[src/rtl/rr_decoder_arbiter_if.sv]
// Requester/decoder-side bundle for the round-robin decoder arbiter.
// The arbiter uses the slave view; the requester side uses the master view.
interface rr_decoder_arbiter_if;
  logic [7:0] req;
  logic [2:0] sel;
  logic       sel_en_n;
  logic [7:0] grant_n;
  logic       busy;
  logic       timeout;

  modport master (
    output req,
    input  sel, sel_en_n, grant_n, busy, timeout
  );

  modport slave (
    input  req,
    output sel, sel_en_n, grant_n, busy, timeout
  );
endinterface

[src/rtl/rr_decoder_arbiter.sv]
// Round-robin arbiter sharing one 3-to-8 active-low decoder among 8 requesters,
// with a per-grant hold limit and a guard gap between consecutive grants.
module rr_decoder_arbiter #(
  parameter int HOLD_MAX     = 16,
  parameter int GUARD_CYCLES = 1
) (
  input  logic                  clk,
  input  logic                  rst_n,
  rr_decoder_arbiter_if.slave   bus
);

  typedef enum logic [1:0] {IDLE, GRANT, GUARD} state_t;

  localparam logic [7:0] HOLD_LAST  = 8'(HOLD_MAX - 1);
  localparam logic [3:0] GUARD_LAST = 4'(GUARD_CYCLES - 1);

  state_t     state_reg, state_next;
  logic [2:0] ptr_reg, ptr_next;
  logic [2:0] sel_reg, sel_next;
  logic [7:0] hold_cnt_reg, hold_cnt_next;
  logic [3:0] guard_cnt_reg, guard_cnt_next;
  logic       sel_en_n_reg, sel_en_n_next;
  logic [7:0] grant_n_reg, grant_n_next;
  logic       busy_reg, busy_next;
  logic       timeout_reg, timeout_next;
  logic       forced_release;

  logic [7:0] req_rot;
  logic [2:0] offset;
  logic       found;
  logic [2:0] winner;

  // Rotate requests so bit 0 is the requester at ptr; lowest set bit wins.
  generate
    for (genvar gi = 0; gi < 8; gi++) begin : g_rot
      assign req_rot[gi] = bus.req[ptr_reg + 3'(gi)];
    end
  endgenerate

  always_comb begin
    offset = 3'd0;
    found  = 1'b0;
    for (int k = 7; k >= 0; k--) begin
      if (req_rot[k]) begin
        offset = 3'(k);
        found  = 1'b1;
      end
    end
  end

  assign winner = ptr_reg + offset;

  always_ff @(posedge clk) begin
    if (!rst_n) begin
      state_reg     <= IDLE;
      ptr_reg       <= 3'd0;
      sel_reg       <= 3'd0;
      hold_cnt_reg  <= 8'd0;
      guard_cnt_reg <= 4'd0;
      sel_en_n_reg  <= 1'b1;
      grant_n_reg   <= 8'hFF;
      busy_reg      <= 1'b0;
      timeout_reg   <= 1'b0;
    end else begin
      state_reg     <= state_next;
      ptr_reg       <= ptr_next;
      sel_reg       <= sel_next;
      hold_cnt_reg  <= hold_cnt_next;
      guard_cnt_reg <= guard_cnt_next;
      sel_en_n_reg  <= sel_en_n_next;
      grant_n_reg   <= grant_n_next;
      busy_reg      <= busy_next;
      timeout_reg   <= timeout_next;
    end
  end

  always_comb begin
    state_next     = state_reg;
    ptr_next       = ptr_reg;
    sel_next       = sel_reg;
    hold_cnt_next  = hold_cnt_reg;
    guard_cnt_next = guard_cnt_reg;
    forced_release = 1'b0;
    unique case (state_reg)
      IDLE: begin
        if (found) begin
          state_next    = GRANT;
          sel_next      = winner;
          hold_cnt_next = 8'd0;
        end
      end
      GRANT: begin
        // A dropped request beats the hold limit, so timeout stays low then.
        if (!bus.req[sel_reg] || (hold_cnt_reg == HOLD_LAST)) begin
          forced_release = bus.req[sel_reg];
          ptr_next       = sel_reg + 3'd1;
          guard_cnt_next = 4'd0;
          state_next     = (GUARD_CYCLES > 0) ? GUARD : IDLE;
        end else begin
          hold_cnt_next = hold_cnt_reg + 8'd1;
        end
      end
      GUARD: begin
        if (guard_cnt_reg == GUARD_LAST) begin
          state_next = IDLE;
        end else begin
          guard_cnt_next = guard_cnt_reg + 4'd1;
        end
      end
      default: state_next = IDLE;
    endcase
  end

  always_comb begin
    sel_en_n_next = (state_next != GRANT);
    grant_n_next  = sel_en_n_next ? 8'hFF : ~(8'b1 << sel_next);
    busy_next     = (state_next != IDLE);
    timeout_next  = forced_release;
  end

  assign bus.sel      = sel_reg;
  assign bus.sel_en_n = sel_en_n_reg;
  assign bus.grant_n  = grant_n_reg;
  assign bus.busy     = busy_reg;
  assign bus.timeout  = timeout_reg;

endmodule

[src/flat_wrapper.sv]
// flat-port wrapper written by rule: the top's interface ports become plain ports
module rr_decoder_arbiter_flat 
#(
  parameter int HOLD_MAX     = 16,
  parameter int GUARD_CYCLES = 1
)
  (clk, rst_n, bus_req, bus_sel, bus_sel_en_n, bus_grant_n, bus_busy, bus_timeout);
  rr_decoder_arbiter_if bus_i ();
  input  logic clk;
  input  logic rst_n;
  input wire logic [$bits(bus_i.req)-1:0] bus_req;
  output wire logic [$bits(bus_i.sel)-1:0] bus_sel;
  output wire logic [$bits(bus_i.sel_en_n)-1:0] bus_sel_en_n;
  output wire logic [$bits(bus_i.grant_n)-1:0] bus_grant_n;
  output wire logic [$bits(bus_i.busy)-1:0] bus_busy;
  output wire logic [$bits(bus_i.timeout)-1:0] bus_timeout;
  assign bus_i.req = bus_req;
  assign bus_sel = bus_i.sel;
  assign bus_sel_en_n = bus_i.sel_en_n;
  assign bus_grant_n = bus_i.grant_n;
  assign bus_busy = bus_i.busy;
  assign bus_timeout = bus_i.timeout;
  rr_decoder_arbiter #(.HOLD_MAX(HOLD_MAX), .GUARD_CYCLES(GUARD_CYCLES)) u_core (.clk(clk), .rst_n(rst_n), .bus(bus_i));
endmodule
[config.mk]
export PLATFORM = sky130hd
export DESIGN_NAME = rr_decoder_arbiter_flat
export DESIGN_NICKNAME = d
export VERILOG_FILES = /design/src/rtl/rr_decoder_arbiter_if.sv /design/src/rtl/rr_decoder_arbiter.sv /design/src/flat_wrapper.sv
export SDC_FILE = /design/constraint.sdc
export NUM_CORES = 1
export LEC_CHECK = 0
export ABC_AREA = 1
export BUFFER_PORTS_ARGS = -buffer_cell sky130_fd_sc_hd__buf_2
export CORE_AREA = 5 5 48 91
export DETAILED_ROUTE_END_ITERATION = 10
export DIE_AREA = 0 0 53 96
export GPL_ROUTABILITY_DRIVEN = 0
export GPL_TIMING_DRIVEN = 0
export HOLD_SLACK_MARGIN = 0.03
export MAX_ROUTING_LAYER = met4
export PLACE_DENSITY = 0.89
export SLEW_MARGIN = 20
export SYNTH_ARGS = -nofsm -noshare
export SYNTH_HDL_FRONTEND = slang
export SYNTH_SLANG_ARGS = --single-unit
[constraint.sdc]
create_clock -name clk -period 9.1 [get_ports clk]
set_input_delay 0.91 -clock clk [delete_from_list [all_inputs] [get_ports clk]]
set_output_delay 0.91 -clock clk [all_outputs]
set_load 0.02 [all_outputs]
# Word-level counts from Yosys, hierarchy flattened

Index checks and enable logic that the tools add are counted.

Order comparisons: 9
Shift-type cells: 1
Add/sub/neg operators: 11
Mux-type cells: 46
Equal/unequal tests: 8
Bitwise logic cells: 2
Reduce and logical (&&, ||, !) cells: 12

Operators with widths:

| kind                  | count |
|---|---|
| $lt A3 B4 Y1 const B  | 9 |
| $mux W3               | 10 |
| $bmux W1 S3           | 9 |
| $mux W1               | 17 |
| $mux W8               | 2 |
| $pmux W8 S2           | 1 |
| $add A3 B3 Y3 const B | 4 |
| $reduce_and A3 Y1     | 3 |
| $add A8 B1 Y8 const B | 1 |
| $eq A8 B4 Y1 const B  | 1 |
| $mux W4               | 2 |
| $not A8 Y8            | 1 |
| $pmux W4 S2           | 1 |
| $shl A1 B3 Y8 const A | 1 |
| $add A3 B1 Y3 const B | 2 |
| $add A3 B2 Y3 const B | 2 |
| $mux W2               | 3 |
| $ne A2 B1 Y1 const B  | 3 |
| $pmux W2 S3           | 1 |
| $reduce_bool A2 Y1    | 3 |
| $add A4 B1 Y4 const B | 1 |
| $logic_not A4 Y1      | 1 |
| $ne A2 B2 Y1 const B  | 2 |
| $add A3 B3 Y3         | 1 |
| other kinds (8)       | 8 |

Output and inout port bits: 14
Bits of input ports: 10
Logic and storage cells: 98
Bits in registers: 31

# Logic depth before layout (Yosys ltp)

Gate-level depths: netlist of the first run.

Depth in word-level cells: 16
Depth in mapped cells: 21
Mapped depth without buffers: 20

# Worst setup path before layout of the first run

Ideal clock, no wire load.

Path kind: reg2reg
Start: reg u_core.ptr_reg[1]
End: reg u_core.grant_n_reg[5], in the netlist u_core.bus.grant_n[5]
Required time: 8.968 ns
Period minus slack after synthesis: 2.946 ns
Cell stages (with the launch flop): 21
Setup time: 0.132 ns
Data arrival time: 2.814 ns
Slack: 6.154 ns
Path buffers: 0
Cells stage by stage: dfxtp_1 > inv_2 > ha_1 > inv_1 > nand3_1 > nand2_1 > nand2_1 > nand2_1 > a21boi_0 > o21ai_0 > a21oi_1 > ha_1 > fa_1 > xor2_1 > inv_1 > nand2_1 > nand2_1 > inv_1 > nor2_1 > nor2_2 > nand4_1

Word-level cells in the longest chain between the ends: 16
Elaborated cells between the ends (all ways): 48
Classes of those cells: add/sub (8); eq/ne (1); shift (1); mux (36); bitwise (1); reduce/logical (1)

RTL lines:

| item                          | RTL line                  | RTL |
|---|---|---|
| start, declared               | rr_decoder_arbiter.sv:18  | `logic [2:0] ptr_reg, ptr_next;` |
| start signal, assigned        | rr_decoder_arbiter.sv:66  | `ptr_reg <= ptr_next;` |
| $add A3 B3 Y3                 | rr_decoder_arbiter.sv:36  | `assign req_rot[gi] = bus.req[ptr_reg + 3'(gi)];` |
| $bmux W1 S3                   | rr_decoder_arbiter.sv:36  |  |
| $mux W1 (implied by the code) | rr_decoder_arbiter.sv:36  |  |
| $mux W3 (8 in a row)          | rr_decoder_arbiter.sv:44  | `if (req_rot[k]) begin` |
| $add A3 B3 Y3                 | rr_decoder_arbiter.sv:51  | `assign winner = ptr_reg + offset;` |
| $mux W3                       | rr_decoder_arbiter.sv:86  | `if (found) begin` |
| $mux W3                       | rr_decoder_arbiter.sv:84  | `unique case (state_reg)` |
| $shl A1 B3 Y8                 | rr_decoder_arbiter.sv:116 | `grant_n_next = sel_en_n_next ? 8'hFF : ~(8'b1 << sel_next);` |
| $not A8 Y8                    | rr_decoder_arbiter.sv:116 |  |
| end signal, assigned          | rr_decoder_arbiter.sv:71  | `grant_n_reg <= grant_n_next;` |
| end, declared                 | rr_decoder_arbiter.sv:23  | `logic [7:0] grant_n_reg, grant_n_next;` |

Several ways; a longest one is shown, not always the timed one. The select of a mux whose other input is x is not followed.
A chain may end at the register's enable or synchronous reset.

# Final worst setup path of the first run

Start: reg u_core.ptr_reg[0]
End: reg u_core.grant_n_reg[1], in the netlist u_core.bus.grant_n[1]

The elaborated chain is that of the path after synthesis.

==> metrics.csv, run 1 <==
metric,value,unit
synth-main-ff-cell,dfxtp_1,
syn_avg_cell_area,6.866,sq um
ir_worst_vdd,0.0002257,V
synth_area_leader_cell,dfxtp_1,
synthCells,316,
dr_total_vias,2134,
cts_buffer_depth,2,
hp-class,reg2reg,
async_flop_share,0,%
cts_tree,yes,
drc,0,
grt_pass1_wl,8935,microns
grt_pass1_vias,2163,
portBuffers,23,
synth_warnings,0,
yosysMostFrequentCell,nand2_1,
crit_arrival,3.64,ns
clk_latency,0.28,ns
numCtsBuffers,5,
path_max_fanout,10,
r2r_cells,19,
multi_input_area,0.001400,sq mm
overflow,0,
critPathKind,reg2reg,
p_leak,1.108,nW
worst_slack,5.604,ns
drt_iter0_drc,62,
via_per_inst,5.389,
ctsHoldBuffers,0,
holdWs,0.5029,ns
powerDensity,329.6,mW/mm^2
endpoint_kind,flip-flop,
num_io_pins,24,
cts.clk_slew.worst_paths,0.06,ns
post-place-ws,5.647,ns
area_delta_synth_final,12.00,%
r2r_end,u_core.bus.grant_n[1]$_SDFF_PP1_,
post_cts_buffers,0,
synth.area.top_cells,"dfxtp_1, nand2_1, nand3_1",
first_pass_iters,4,
die_w,53,microns
period_minus_slack,3.496,ns
die_h,96,microns
status,completed,
yosysSeqAreaShare,28.60,%
ctsRootBufferMaster,clkbuf_8,
cp-startpoint,u_core.ptr_reg[0]$_SDFFE_PN0P_,
nets,368,
worst_ep_required_time,9.25,ns
max-slew-margin-rel,70.19,%
synth_area,0.002170,sq mm
syn_nets,338,
cp-endpoint,u_core.bus.grant_n[1]$_SDFF_PP1_,
finalCritPeriodShare,38.41,%
grt_use_total,23.89,%
initial_core_util,60.15,%
final_area,0.002430,sq mm
antenna_cells,0,
r2r_slack,5.60,ns
fin_setup_tns,0,ns
slew_violations,0,
fin_skew,0.004635,ns
core_area,0.003607,sq mm
clkSinkCount,31,
antenna_found_initial,0,
fillers,320,
grt_max_degree,11,
synth_cell_types,31,
final_util,67.36,%
finalSetupViolCount,0,
hpwlAfterDp,4134,microns
synth_edf_count,0,
max_freq,0.2861,GHz
synth_commonest_cells,"nand2_1, nand3_1, dfxtp_1, inv_1, nor2_1",
drt_wl_total,5067,microns
ff_latch_area,620.6,sq um
synth-seq-cells,31,
yosys.area.top_type_share,28.60,%
rsz0062_at_grt,false,
hold_viol,0,
reg2reg_from,u_core.ptr_reg[0]$_SDFFE_PN0P_,
cap_violations,0,
worst_slew_pin_slew,0.4471,ns
die_area,0.005088,sq mm
num_rows,31,
drive_above_1_share,20.17,%
ant_nets,0,
cts_max_level,2,
setup.worst_path.start_class,flip-flop,
wl_per_cell,12.80,microns
postPlaceCellArea,0.002346,sq mm
cts_resized,0,
## worst min-delay path by stage
stage                                               from                                    to  slack, ns  cells past startpoint
global placement    u_core.guard_cnt_reg[3]$_SDFFE_PN0P_  u_core.guard_cnt_reg[3]$_SDFFE_PN0P_       0.49                      2
floorplan           u_core.guard_cnt_reg[3]$_SDFFE_PN0P_  u_core.guard_cnt_reg[3]$_SDFFE_PN0P_       0.47                      2
finish               u_core.hold_cnt_reg[0]$_SDFFE_PN0P_   u_core.hold_cnt_reg[0]$_SDFFE_PN0P_       0.50                      2
detailed placement  u_core.guard_cnt_reg[3]$_SDFFE_PN0P_  u_core.guard_cnt_reg[3]$_SDFFE_PN0P_       0.50                      2
global route        u_core.guard_cnt_reg[3]$_SDFFE_PN0P_  u_core.guard_cnt_reg[3]$_SDFFE_PN0P_       0.54                      2
CTS                 u_core.guard_cnt_reg[3]$_SDFFE_PN0P_  u_core.guard_cnt_reg[3]$_SDFFE_PN0P_       0.51                      2
## cells by family (layout without fill, tap and decap cells)
logic type / count (synthesis) / in the layout / share of synthesized area, %
flops: 31 / 31 / 28.60
fa+ha+maj: 12 / 12 / 7.266
simple gates: 196 / 196 / 43.02
xor+xnor: 13 / 13 / 7.324
compound gates: 28 / 28 / 6.921
buf+inv: 36 / 67 / 6.863
## power breakdown
part	internal (mW)	switching (mW)	total [mW]	leakage (nW)
Combinational	0.166	0.350	0.516	0.808
Clock	0.0522	0.0493	0.101	0.0477
Sequential	0.162	0.0217	0.183	0.252
## metal layers
metal  vias up  GRT usage (%)  share of wire [%]
li1       1076              -                  -
met1       984          20.08                 33
met2        55          46.68                 60
met3        19          2.326                2.8
met4         0          15.14                4.9
met5         -              -                  0
## layout make-up
cell class | count | area share, %
buffer | 3 | 0.9269
clock buffer | 5 | 2.832
clock inverter | 3 | 0.6179
inverter | 33 | 5.201
multi-input combinational | 249 | 57.62
sequential | 31 | 25.54
tap | 49 | 2.523
timing repair buffer | 23 | 4.737
## through the flow
stage	instances	power [mW]
detailed placement	388	0.6990
global route	396	0.8808
global placement	388	0.6854
finish	396	0.8008
floorplan	316	0.5917
CTS	396	0.8052
## placed cells by master, fill, tap and decap left out, drive strengths merged
cell type and n:
nand3 49, nor3b 1, o21ai 8, xor2 7, inv 33, nand2 106, clkbuf 6, clkinv 3
nor3 3, a21oi 19, nor2 31, xnor2 6, fa 1, nand4 5, ha 11, a21boi 1
dfxtp 31, and2 1, buf 25
## critical path, stage by stage (launching register included)
cell and delay (ns):
dfxtp_1 0.43, buf_4 0.21, inv_4 0.07, ha_1 0.36
inv_1 0.14, nand3_1 0.18, nand2_1 0.12, nand2_1 0.05
nand2_1 0.12, a21boi_0 0.09, o21ai_0 0.16, a21oi_1 0.09
ha_1 0.19, fa_1 0.37, xor2_1 0.18, nand3_1 0.10
nand2_1 0.08, inv_1 0.06, o21ai_2 0.23, nand4_1 0.13
(Power assumes the default switching activity.)
==> run 2, diff against run 1 <==
--- a/config.mk
+++ b/config.mk
@@ -7,14 +7,14 @@
 export LEC_CHECK = 0
 export ABC_AREA = 1
 export BUFFER_PORTS_ARGS = -buffer_cell sky130_fd_sc_hd__buf_2
-export CORE_AREA = 5 5 48 91
+export CORE_AREA = 5 5 52 99
 export DETAILED_ROUTE_END_ITERATION = 10
-export DIE_AREA = 0 0 53 96
+export DIE_AREA = 0 0 57 104
 export GPL_ROUTABILITY_DRIVEN = 0
 export GPL_TIMING_DRIVEN = 0
 export HOLD_SLACK_MARGIN = 0.03
 export MAX_ROUTING_LAYER = met4
-export PLACE_DENSITY = 0.89
+export PLACE_DENSITY = 0.8
 export SLEW_MARGIN = 20
 export SYNTH_ARGS = -nofsm -noshare
 export SYNTH_HDL_FRONTEND = slang
==> constraint.sdc (replaced) <==
create_clock -name clk -period 2.9 [get_ports clk]
set_input_delay 0.29 -clock clk [delete_from_list [all_inputs] [get_ports clk]]
set_output_delay 0.29 -clock clk [all_outputs]
set_load 0.02 [all_outputs]
==> metrics.csv, run 2 (synthesized netlist as in run 1, its figures left out) <==
metric,value,unit
finalCritPeriodShare,98.88,%
ant_nets,0,
num_rows,34,
slew_violations,0,
overflow,0,
grt_pass1_vias,2247,
numCtsBuffers,5,
post-place-ws,-0.5543,ns
final_area,0.002710,sq mm
grt_pass1_wl,9328,microns
cts_buffer_depth,2,
initial_core_util,50.00,%
crit_arrival,3.03,ns
dr_total_vias,2173,
worst_slack,0.03246,ns
wl_per_cell,13.39,microns
num_io_pins,24,
die_h,104,microns
fin_skew,0.004497,ns
clk_latency,0.28,ns
drc,0,
core_area,0.004339,sq mm
ir_worst_vdd,0.0006288,V
crit_slowest_cell,ha_4,
nets,380,
period_minus_slack,2.868,ns
portBuffers,23,
die_w,57,microns
crit_family,adder cells,
rsz0062_at_grt,true,
ctsRootBufferMaster,clkbuf_8,
drt_iter0_drc,89,
antenna_found_initial,0,
finalSetupViolCount,0,
layout_commonest_cell,nand2_1,
max-slew-margin-rel,70.23,%
endpoint_kind,flip-flop,
wl_met1,1870,microns
status,completed,
grt_use_total,20.18,%
cts.clk_slew.worst_paths,0.06,ns
postPlaceCellArea,0.002354,sq mm
grt_max_degree,11,
final_util,62.46,%
path_max_fanout,5,
antenna_cells,0,
crit_chain,buf_6 > inv_8 > ha_4 > inv_8 > nand3_4 > nand2_4 > buf_4 > buf_4 > nand2_1 > nand2_1 > a21oi_1 > ha_2 > fa_2 > xor2_1 > nand3_1 > nand2_1 > inv_2 > o21ai_4 > nand4_1,
drt_wl_total,5529,microns
cpPeakStageDelay,0.36,ns
die_area,0.005928,sq mm
fillers,390,
p_leak,1.198,nW
wl_met2,3176,microns
ctsHoldBuffers,0,
hpwlAfterDp,4136,microns
hp-class,in2reg,
drive_above_1_share,29.53,%
setup.worst_path.start_class,flip-flop,
critPathBufInv,6,
cap_violations,0,
first_pass_iters,4,
max_freq,0.3487,GHz
clkSinkCount,31,
met3_length,99,microns
worst_slew_pin_slew,0.4466,ns
holdWs,0.2886,ns
via_per_inst,5.262,
worst_ep_required_time,3.06,ns
critPathKind,reg2reg,
area_delta_synth_final,24.91,%
powerDensity,1075,mW/mm^2
cts_max_level,2,
cts_tree,yes,
cp_common_cell,nand2_1,
final_cell_mix,"nand2_1, nand3_1, dfxtp_1",
top_layer_used,met4,
hold_viol,0,
-- run 2: cell type report --
type,count,area [sq um],share of cell area [%]
multi-input cells,249,1560,57.57
flip-flops and latches,31,628.1,23.18
repair buffers,35,205.2,7.572
inverters,33,138.9,5.125
clock buffers,5,68.82,2.539
well taps,54,67.56,2.493
plain buffers,3,26.28,0.9695
clock inverters,3,15.01,0.5540
-- run 2: report_power, final --
group / leakage, nW / internal, mW / switching (mW) / total (mW)
Sequential: 0.254 / 0.512 / 0.0591 / 0.571
Combinational: 0.896 / 0.738 / 1.28 / 2.02
Clock: 0.0477 / 0.164 / 0.156 / 0.319
-- run 2: worst min-delay path: cells and delay by family --
kind / cells / cell delay, ns
AOI/OAI and AO/OA: 2 / 0.11
buffers and inverters: 1 / 0.14
-- run 2: path summary, 6_finish.rpt --
| kind | startpoint | endpoint | slack [ns] | cells past startpoint |
|---|---|---|---|---|
| max reg2reg | u_core.ptr_reg[0]$_SDFFE_PN0P_ | u_core.bus.grant_n[1]$_SDFF_PP1_ | 0.03 | 19 |
| min reg2reg | u_core.guard_cnt_reg[3]$_SDFFE_PN0P_ | u_core.guard_cnt_reg[3]$_SDFFE_PN0P_ | 0.51 | 2 |
| min | rst_n | u_core.ptr_reg[0]$_SDFFE_PN0P_ | 0.29 | 3 |
| max | u_core.ptr_reg[0]$_SDFFE_PN0P_ | u_core.bus.grant_n[1]$_SDFF_PP1_ | 0.03 | 19 |
-- run 2: through the flow --
stage                     power [mW]  instances  TNS [ns]
after detailed placement       2.200        393    -4.950
after CTS                      2.845        412         0
after global routing           3.161        413    -1.203
final                          2.912        413         0
after global placement         2.163        393    -4.167
after floorplan                1.860        316         0
-- run 2: repair_timing --
item                       CTS  global route
pin swaps                    9            13
setup endpoints to repair   10             9
resized for setup           35             8
setup buffers               11             1
-- run 2: routing by layer --
| metal | track usage, % | vias to the layer above |
|---|---|---|
| li1 | - | 1103 |
| met1 | 16.81 | 998 |
| met2 | 37.56 | 46 |
| met3 | 2.360 | 26 |
| met4 | 16.09 | 0 |
| met5 | - | - |
